<file path="config.mk">
export PLATFORM = sky130hd
export DESIGN_NAME = hub75_scan_sequencer
export DESIGN_NICKNAME = d
export VERILOG_FILES = /design/src/rtl/hub75_scan_sequencer.sv
export SDC_FILE = /design/constraint.sdc
export NUM_CORES = 1
export LEC_CHECK = 0
export ABC_AREA = 1
export BUFFER_PORTS_ARGS = -buffer_cell sky130_fd_sc_hd__buf_2
export CORE_MARGIN = 5
export CORE_UTILIZATION = 52
export CTS_BUF_LIST = sky130_fd_sc_hd__clkbuf_8
export CTS_CLUSTER_DIAMETER = 40
export DETAILED_ROUTE_END_ITERATION = 8
export PLACE_DENSITY_LB_ADDON = 0.2
export SYNTH_ARGS = -nofsm -noshare
export SYNTH_HDL_FRONTEND = slang
export SYNTH_SLANG_ARGS = --single-unit
</file>
<file path="constraint.sdc">
create_clock -name clk -period 2.9 [get_ports clk]
set_input_delay 0 -clock clk [delete_from_list [all_inputs] [get_ports clk]]
set_output_delay 0 -clock clk [all_outputs]
set_load 0.01 [all_outputs]
</file>
<file path="src/rtl/hub75_scan_sequencer.sv">
// HUB75 scan sequencer: frame-RAM reads, bit-plane select, BCM shift/latch/OE timing, buffer swap.
// Optional HUB75_SCAN_BRIGHTNESS_EN adds a per-frame brightness input that trims OE-low time.
module hub75_scan_sequencer #(
    parameter int unsigned COL_BITS = 6,
    parameter int unsigned ROW_BITS = 4,
    parameter int unsigned PLANES   = 8,
    parameter int unsigned BASE_OE  = 4
) (
    input  logic                         clk,
    input  logic                         reset,
    input  logic                         enable,
    input  logic                         swap_req,
    output logic                         swap_ack,
    output logic                         read_buf,
    output logic [ROW_BITS+COL_BITS-1:0] read_addr,
    input  logic [31:0]                  read_data_top,
    input  logic [31:0]                  read_data_bottom,
`ifdef HUB75_SCAN_BRIGHTNESS_EN
    input  logic [7:0]                   brightness,
`endif
    output logic [1:0]                   hub75_red,
    output logic [1:0]                   hub75_green,
    output logic [1:0]                   hub75_blue,
    output logic [ROW_BITS-1:0]          hub75_addr,
    output logic                         hub75_clk,
    output logic                         hub75_latch,
    output logic                         hub75_oe,
    output logic                         frame_start
);

    localparam int unsigned PW  = (PLANES > 1) ? $clog2(PLANES) : 1;
    // Shift counter: bit 0 is the column phase, the top bit marks the tail cycle.
    localparam int unsigned SW  = COL_BITS + 2;
    localparam int unsigned LSB = 8 - PLANES;
    localparam logic [PW-1:0] LAST_PLANE = PW'(PLANES - 1);

    typedef enum logic [1:0] {StIdle, StShift, StLatch, StDisplay} state_e;

    state_e                state_q, state_d;
    logic [SW-1:0]         sc_q, sc_d;
    logic [ROW_BITS-1:0]   row_q, row_d;
    logic [PW-1:0]         plane_q, plane_d;
    logic [31:0]           disp_q, disp_d;
    logic [1:0]            red_q, red_d, green_q, green_d, blue_q, blue_d;
    logic [ROW_BITS-1:0]   addr_q, addr_d;
    logic                  clk_q, clk_d;
    logic                  buf_q, buf_d;
    logic                  ack_q, ack_d;
    logic                  fs_q;
    logic                  frame_go;
    logic                  tail, disp_last, oe_on;
    logic [31:0]           disp_len;
    logic [4:0]            bit_r, bit_g, bit_b;

    assign tail      = sc_q[SW-1];
    assign disp_len  = 32'(BASE_OE) << plane_q;
    assign disp_last = (disp_q == disp_len - 32'd1);
    assign bit_r     = 5'(24 + LSB) + 5'(plane_q);
    assign bit_g     = 5'(16 + LSB) + 5'(plane_q);
    assign bit_b     = 5'(8 + LSB) + 5'(plane_q);

`ifdef HUB75_SCAN_BRIGHTNESS_EN
    logic [7:0] bright_q;

    assign oe_on = (disp_q < ((disp_len * (32'(bright_q) + 32'd1)) >> 8));

    always_ff @(posedge clk) begin
        if (reset) begin
            bright_q <= 8'd0;
        end else if (frame_go) begin
            bright_q <= brightness;
        end
    end
`else
    assign oe_on = 1'b1;
`endif

    always_comb begin
        state_d  = state_q;
        sc_d     = sc_q;
        row_d    = row_q;
        plane_d  = plane_q;
        disp_d   = disp_q;
        red_d    = red_q;
        green_d  = green_q;
        blue_d   = blue_q;
        addr_d   = addr_q;
        clk_d    = 1'b0;
        buf_d    = buf_q;
        ack_d    = 1'b0;
        frame_go = 1'b0;
        unique case (state_q)
            StIdle: begin
                if (enable) begin
                    frame_go = 1'b1;
                    row_d    = '0;
                    plane_d  = '0;
                end
            end
            StShift: begin
                if (tail) begin
                    state_d = StLatch;
                    addr_d  = row_q;
                end else begin
                    sc_d = sc_q + SW'(1);
                    // Phase 1: RAM word for this column has arrived; clock it out next cycle.
                    if (sc_q[0]) begin
                        clk_d   = 1'b1;
                        red_d   = {read_data_top[bit_r], read_data_bottom[bit_r]};
                        green_d = {read_data_top[bit_g], read_data_bottom[bit_g]};
                        blue_d  = {read_data_top[bit_b], read_data_bottom[bit_b]};
                    end
                end
            end
            StLatch: begin
                state_d = StDisplay;
                disp_d  = '0;
            end
            StDisplay: begin
                if (!disp_last) begin
                    disp_d = disp_q + 32'd1;
                end else begin
                    state_d = StShift;
                    sc_d    = '0;
                    if (plane_q != LAST_PLANE) begin
                        plane_d = plane_q + PW'(1);
                    end else begin
                        plane_d = '0;
                        row_d   = row_q + ROW_BITS'(1);
                        if (row_q == '1) begin
                            if (swap_req) begin
                                buf_d = ~buf_q;
                                ack_d = 1'b1;
                            end
                            if (enable) begin
                                frame_go = 1'b1;
                            end else begin
                                state_d = StIdle;
                            end
                        end
                    end
                end
            end
            default: state_d = StIdle;
        endcase
        if (frame_go) begin
            state_d = StShift;
            sc_d    = '0;
        end
    end

    always_ff @(posedge clk) begin
        if (reset) begin
            state_q <= StIdle;
            sc_q    <= '0;
            row_q   <= '0;
            plane_q <= '0;
            disp_q  <= '0;
            red_q   <= '0;
            green_q <= '0;
            blue_q  <= '0;
            addr_q  <= '0;
            clk_q   <= 1'b0;
            buf_q   <= 1'b0;
            ack_q   <= 1'b0;
            fs_q    <= 1'b0;
        end else begin
            state_q <= state_d;
            sc_q    <= sc_d;
            row_q   <= row_d;
            plane_q <= plane_d;
            disp_q  <= disp_d;
            red_q   <= red_d;
            green_q <= green_d;
            blue_q  <= blue_d;
            addr_q  <= addr_d;
            clk_q   <= clk_d;
            buf_q   <= buf_d;
            ack_q   <= ack_d;
            fs_q    <= frame_go;
        end
    end

    assign read_addr   = {row_q, sc_q[COL_BITS:1]};
    assign read_buf    = buf_q;
    assign swap_ack    = ack_q;
    assign frame_start = fs_q;
    assign hub75_red   = red_q;
    assign hub75_green = green_q;
    assign hub75_blue  = blue_q;
    assign hub75_addr  = addr_q;
    assign hub75_clk   = clk_q;
    assign hub75_latch = (state_q == StLatch);
    assign hub75_oe    = !((state_q == StDisplay) && oe_on);

endmodule

</file>
==> run_results.csv <==
group,metric,value,unit
job,cap_viol_max_count,0,
layout,design_area,0.005181,mm²
die,die_width,102.8,µm
drt,avgRoutedWirePerCell,13.98,µm
worst_setup_path,arrival_time_of_the_worst_setup_path,2.91,ns
global_routing,grt_util_met1,32.33,%
clock_network,cts_tree,"done",
global_routing,initial_antenna_violation_count,0,
die,fp.dieH,102.8,µm
place,dpl-instance-area,0.004885,mm²
synth,postSynthAreaPerCell,6.079,µm²
synth,synth_cell_area,0.004474,mm²
global_routing,global_route.overflow_total,0,
min_path,hold_path_depth,5,
sta,finalHoldWorstSlack,0.1315,ns
clock_network,root_buffer_cell,"clkbuf_8",
drt,route.detailed.drc,0,
synth,netlist_instances,736,
synth,yosys.cell_count.top_type,"nand2_1",
sta,max_slew_margin,46.26,%
synth,ys_types,37,
clock_network,ctsHtreeMaxLevel,3,
clock_network,clk_latency,0.35,ns
synth,ys_seq_area_share,28.19,%
synth,ys_top_cells_by_count,"nand2_1, nor2_1, nand3_1, inv_1, dfxtp_1",
global_routing,first_pass_grt_wire_length,21290,µm
place,port_buffers,77,
layout,stdcell_count,921,
worst_setup_path,critPathCaptureType,"flip-flop",
clock_network,cts-root-to-sink-buffers,2,
clock_network,cts_inserted_buffers,9,
worst_setup_path,critical_path.reg2reg.endpoint,"disp_q[20]$_SDFFE_PP0P_",
drt,routed_wl,12880,µm
min_path,hold_path_class,"in -> reg",
sta,slew_violations,0,
worst_setup_path,required_time_of_the_worst_setup_path,3.14,ns
sta,final.period_utilization,92.11,%
drt,antenna_nets_post_route,0,
worst_setup_path,reg2reg_depth,20,
clock_network,clk_pin_slew,0.07,ns
synth,synthFlopType,"dfxtp_1",
place,globalplace.congestion,0.9264,
sta,final.setup.tns,0,ns
layout,layout.area.seq,0.001266,mm²
global_routing,first_global_vias,4704,
synth,ys_top_cells_by_area,"dfxtp_1, nand2_1, nor2_1",
global_routing,groute.layer.met2.usage,42.25,%
sta,setup_viol_count_final,0,
worst_setup_path,worstPathMaxFanout,17,
layout,antenna_cells_inserted,0,
synth,synth_top_cell_by_area,"dfxtp_1",
worst_setup_path,start_kind,"flip-flop",
worst_setup_path,worstSetupPathType,"reg -> reg",
layout,multi_input_comb_area,0.002776,mm²
drt,drt_pass1_iterations,5,
die,floorplan.die_area,0.01056,mm²
global_routing,globalRouteTotalUtil,24.88,%
sta,clock_skews,0.009955,ns
layout,post_route_cells_drive_above_1_share,16.67,%
worst_setup_path,beginning_of_the_worst_register_to_register_path,"plane_q[2]$_SDFFE_PP0P_",
synth,asyncSetResetFlopFracSynth,0,%
die,num_io_pins,94,
die,placement_rows,33,
global_routing,grt_start_max_net_pins,32,
synth,share_of_yosys_cell_area_claimed_by_the_top_area_cell_type,28.19,%
drt,route.detailed.vias_per_inst,5.573,
synth,syn_nets,819,
global_routing,gr-usage-met3,5.345,%
pwr,vdd_ir_drop_max,0.0003344,V
place,placed_cells_incl_taps,897,
place,detailed_place_hpwl,9695,µm
sta,hold_viol,0,
synth,edff_count_synth,0,
synth,synth_warnings,0,
layout,design.final.nets,894,
worst_setup_path,crit_path_end,"disp_q[20]$_SDFFE_PP0P_",
synth,yosys_register_bits,63,
run_status,result_of_the_run,"finished, final reports clean",
layout,area_growth,15.80,%
sta,max_freq,374.4,MHz
drt,num_vias,5133,
pwr,power.leakage,2.213,nW
sta,max_slew.worst_pin.slew,0.8053,ns
layout,nFillCells,804,
die,start_util,53.91,%
sta,final.min_clock_period,2.671,ns
clock_network,numClockSinks,63,
die,core,0.008299,mm²
worst_setup_path,critical_path.startpoint,"plane_q[2]$_SDFFE_PP0P_",
pwr,power.density,623.5,mW/mm²
global_routing,most_used_routing_layer,"met2",
drt,drtIter0Drc,319,
worst_setup_path,reg2reg_setup_slack,0.23,ns
==> cell usage in the layout, fill, tap and decap left out, drive strengths merged <==
cell type	n
nand4	20
o21a	1
a21oi	46
o22ai	5
clkbuf	10
inv	72
nand2	183
nor3b	3
o211ai	5
or2	5
dfxtp	63
clkinvlp	3
nor3	19
clkinv	4
o21ai	52
o31ai	1
nand3	77
dlygate4sd3	2
nand3b	5
buf	93
bufinv	1
nor2	114
ha	15
xnor2	1
xor2	5
o311ai	3
a21o	1
o221ai	4
nor4	3
==> final cells by class <==
cell class	count	share of cell area, %
inverter	74	5.482
timing repair buffer	95	10.14
clock buffer	10	2.656
sequential	63	24.44
multi-input combinational	568	53.59
tap	105	2.536
clock inverter	6	1.159
==> stage by stage <==
step / utilization, % / power [mW] / setup slack (ns)
3_3_place_gp: 58.86 / 2.323 / 0.1505
6_report: 62.43 / 3.230 / 0.2288
5_1_grt: 62.43 / 3.497 / -0.02645
3_5_place_dp: 58.86 / 2.372 / 0.03005
2_1_floorplan: - / 2.053 / 0.06989
4_1_cts: 61.48 / 3.156 / 0.002327
==> report_power, final <==
group / internal [mW] / leakage, nW / switching (mW)
sequential: 0.925 / 0.510 / 0.0646
clock: 0.415 / 0.0981 / 0.359
combinational: 0.507 / 1.61 / 0.960
==> flip-flops by register name (all words and copies together), names as in the netlist, 3 cells and up <==
name and flops:
disp_q 32, hub75_addr 4, plane_q 3, row_q 4
sc_q 8
==> per-layer routing <==
metal,wire length [µm],vias to the layer above
met5,0,-
met4,190,0
met3,1085,19
met2,6126,239
met1,5474,2296
li1,-,2579
==> critical path: stages, from the launching register on <==
cell        delay [ns]
dfxtp_1           0.46
inv_4             0.14
ha_1              0.26
nor2_1            0.13
ha_1              0.19
inv_1             0.04
nand2_1           0.08
nand2_1           0.06
nor2_1            0.08
nand2_1           0.06
nor2_1            0.09
nand2_1           0.07
nor2_2            0.14
nand2_2           0.11
nand2_8           0.13
clkinvlp_4        0.10
buf_4             0.17
nand2_1           0.07
o21ai_0           0.08
inv_1             0.06
nor2_1            0.04
==> repair_timing <==
item	CTS	global route
resized for setup	0	12
buffers inserted	0	5
hold buffers	2	0
endpoints found under the setup margin	0	44
endpoints found under the hold margin	2	0
==> cells by family after synthesis <==
group	count (synthesis)	synth area share, %
compound gates	118	14.46
xor+xnor	6	1.174
fa+ha+maj	15	4.195
buf+inv	106	10.49
flops	63	28.19
simple gates	428	41.50
==> worst min-delay path by stage <==
stage                             start                         end  slack, ns
CTS                   read_data_top[28]   hub75_red[1]$_SDFFE_PP0P_       0.13
floorplan                         reset      disp_q[3]$_SDFFE_PP0P_       0.18
global placement               swap_req         swap_ack$_SDFF_PP0_       0.36
detailed placement               enable     plane_q[2]$_SDFFE_PP0P_       0.36
global route        read_data_bottom[8]  hub75_blue[0]$_SDFFE_PP0P_       0.14
finish                read_data_top[28]   hub75_red[1]$_SDFFE_PP0P_       0.13
Note: power is estimated with default switching activity, not from simulation.
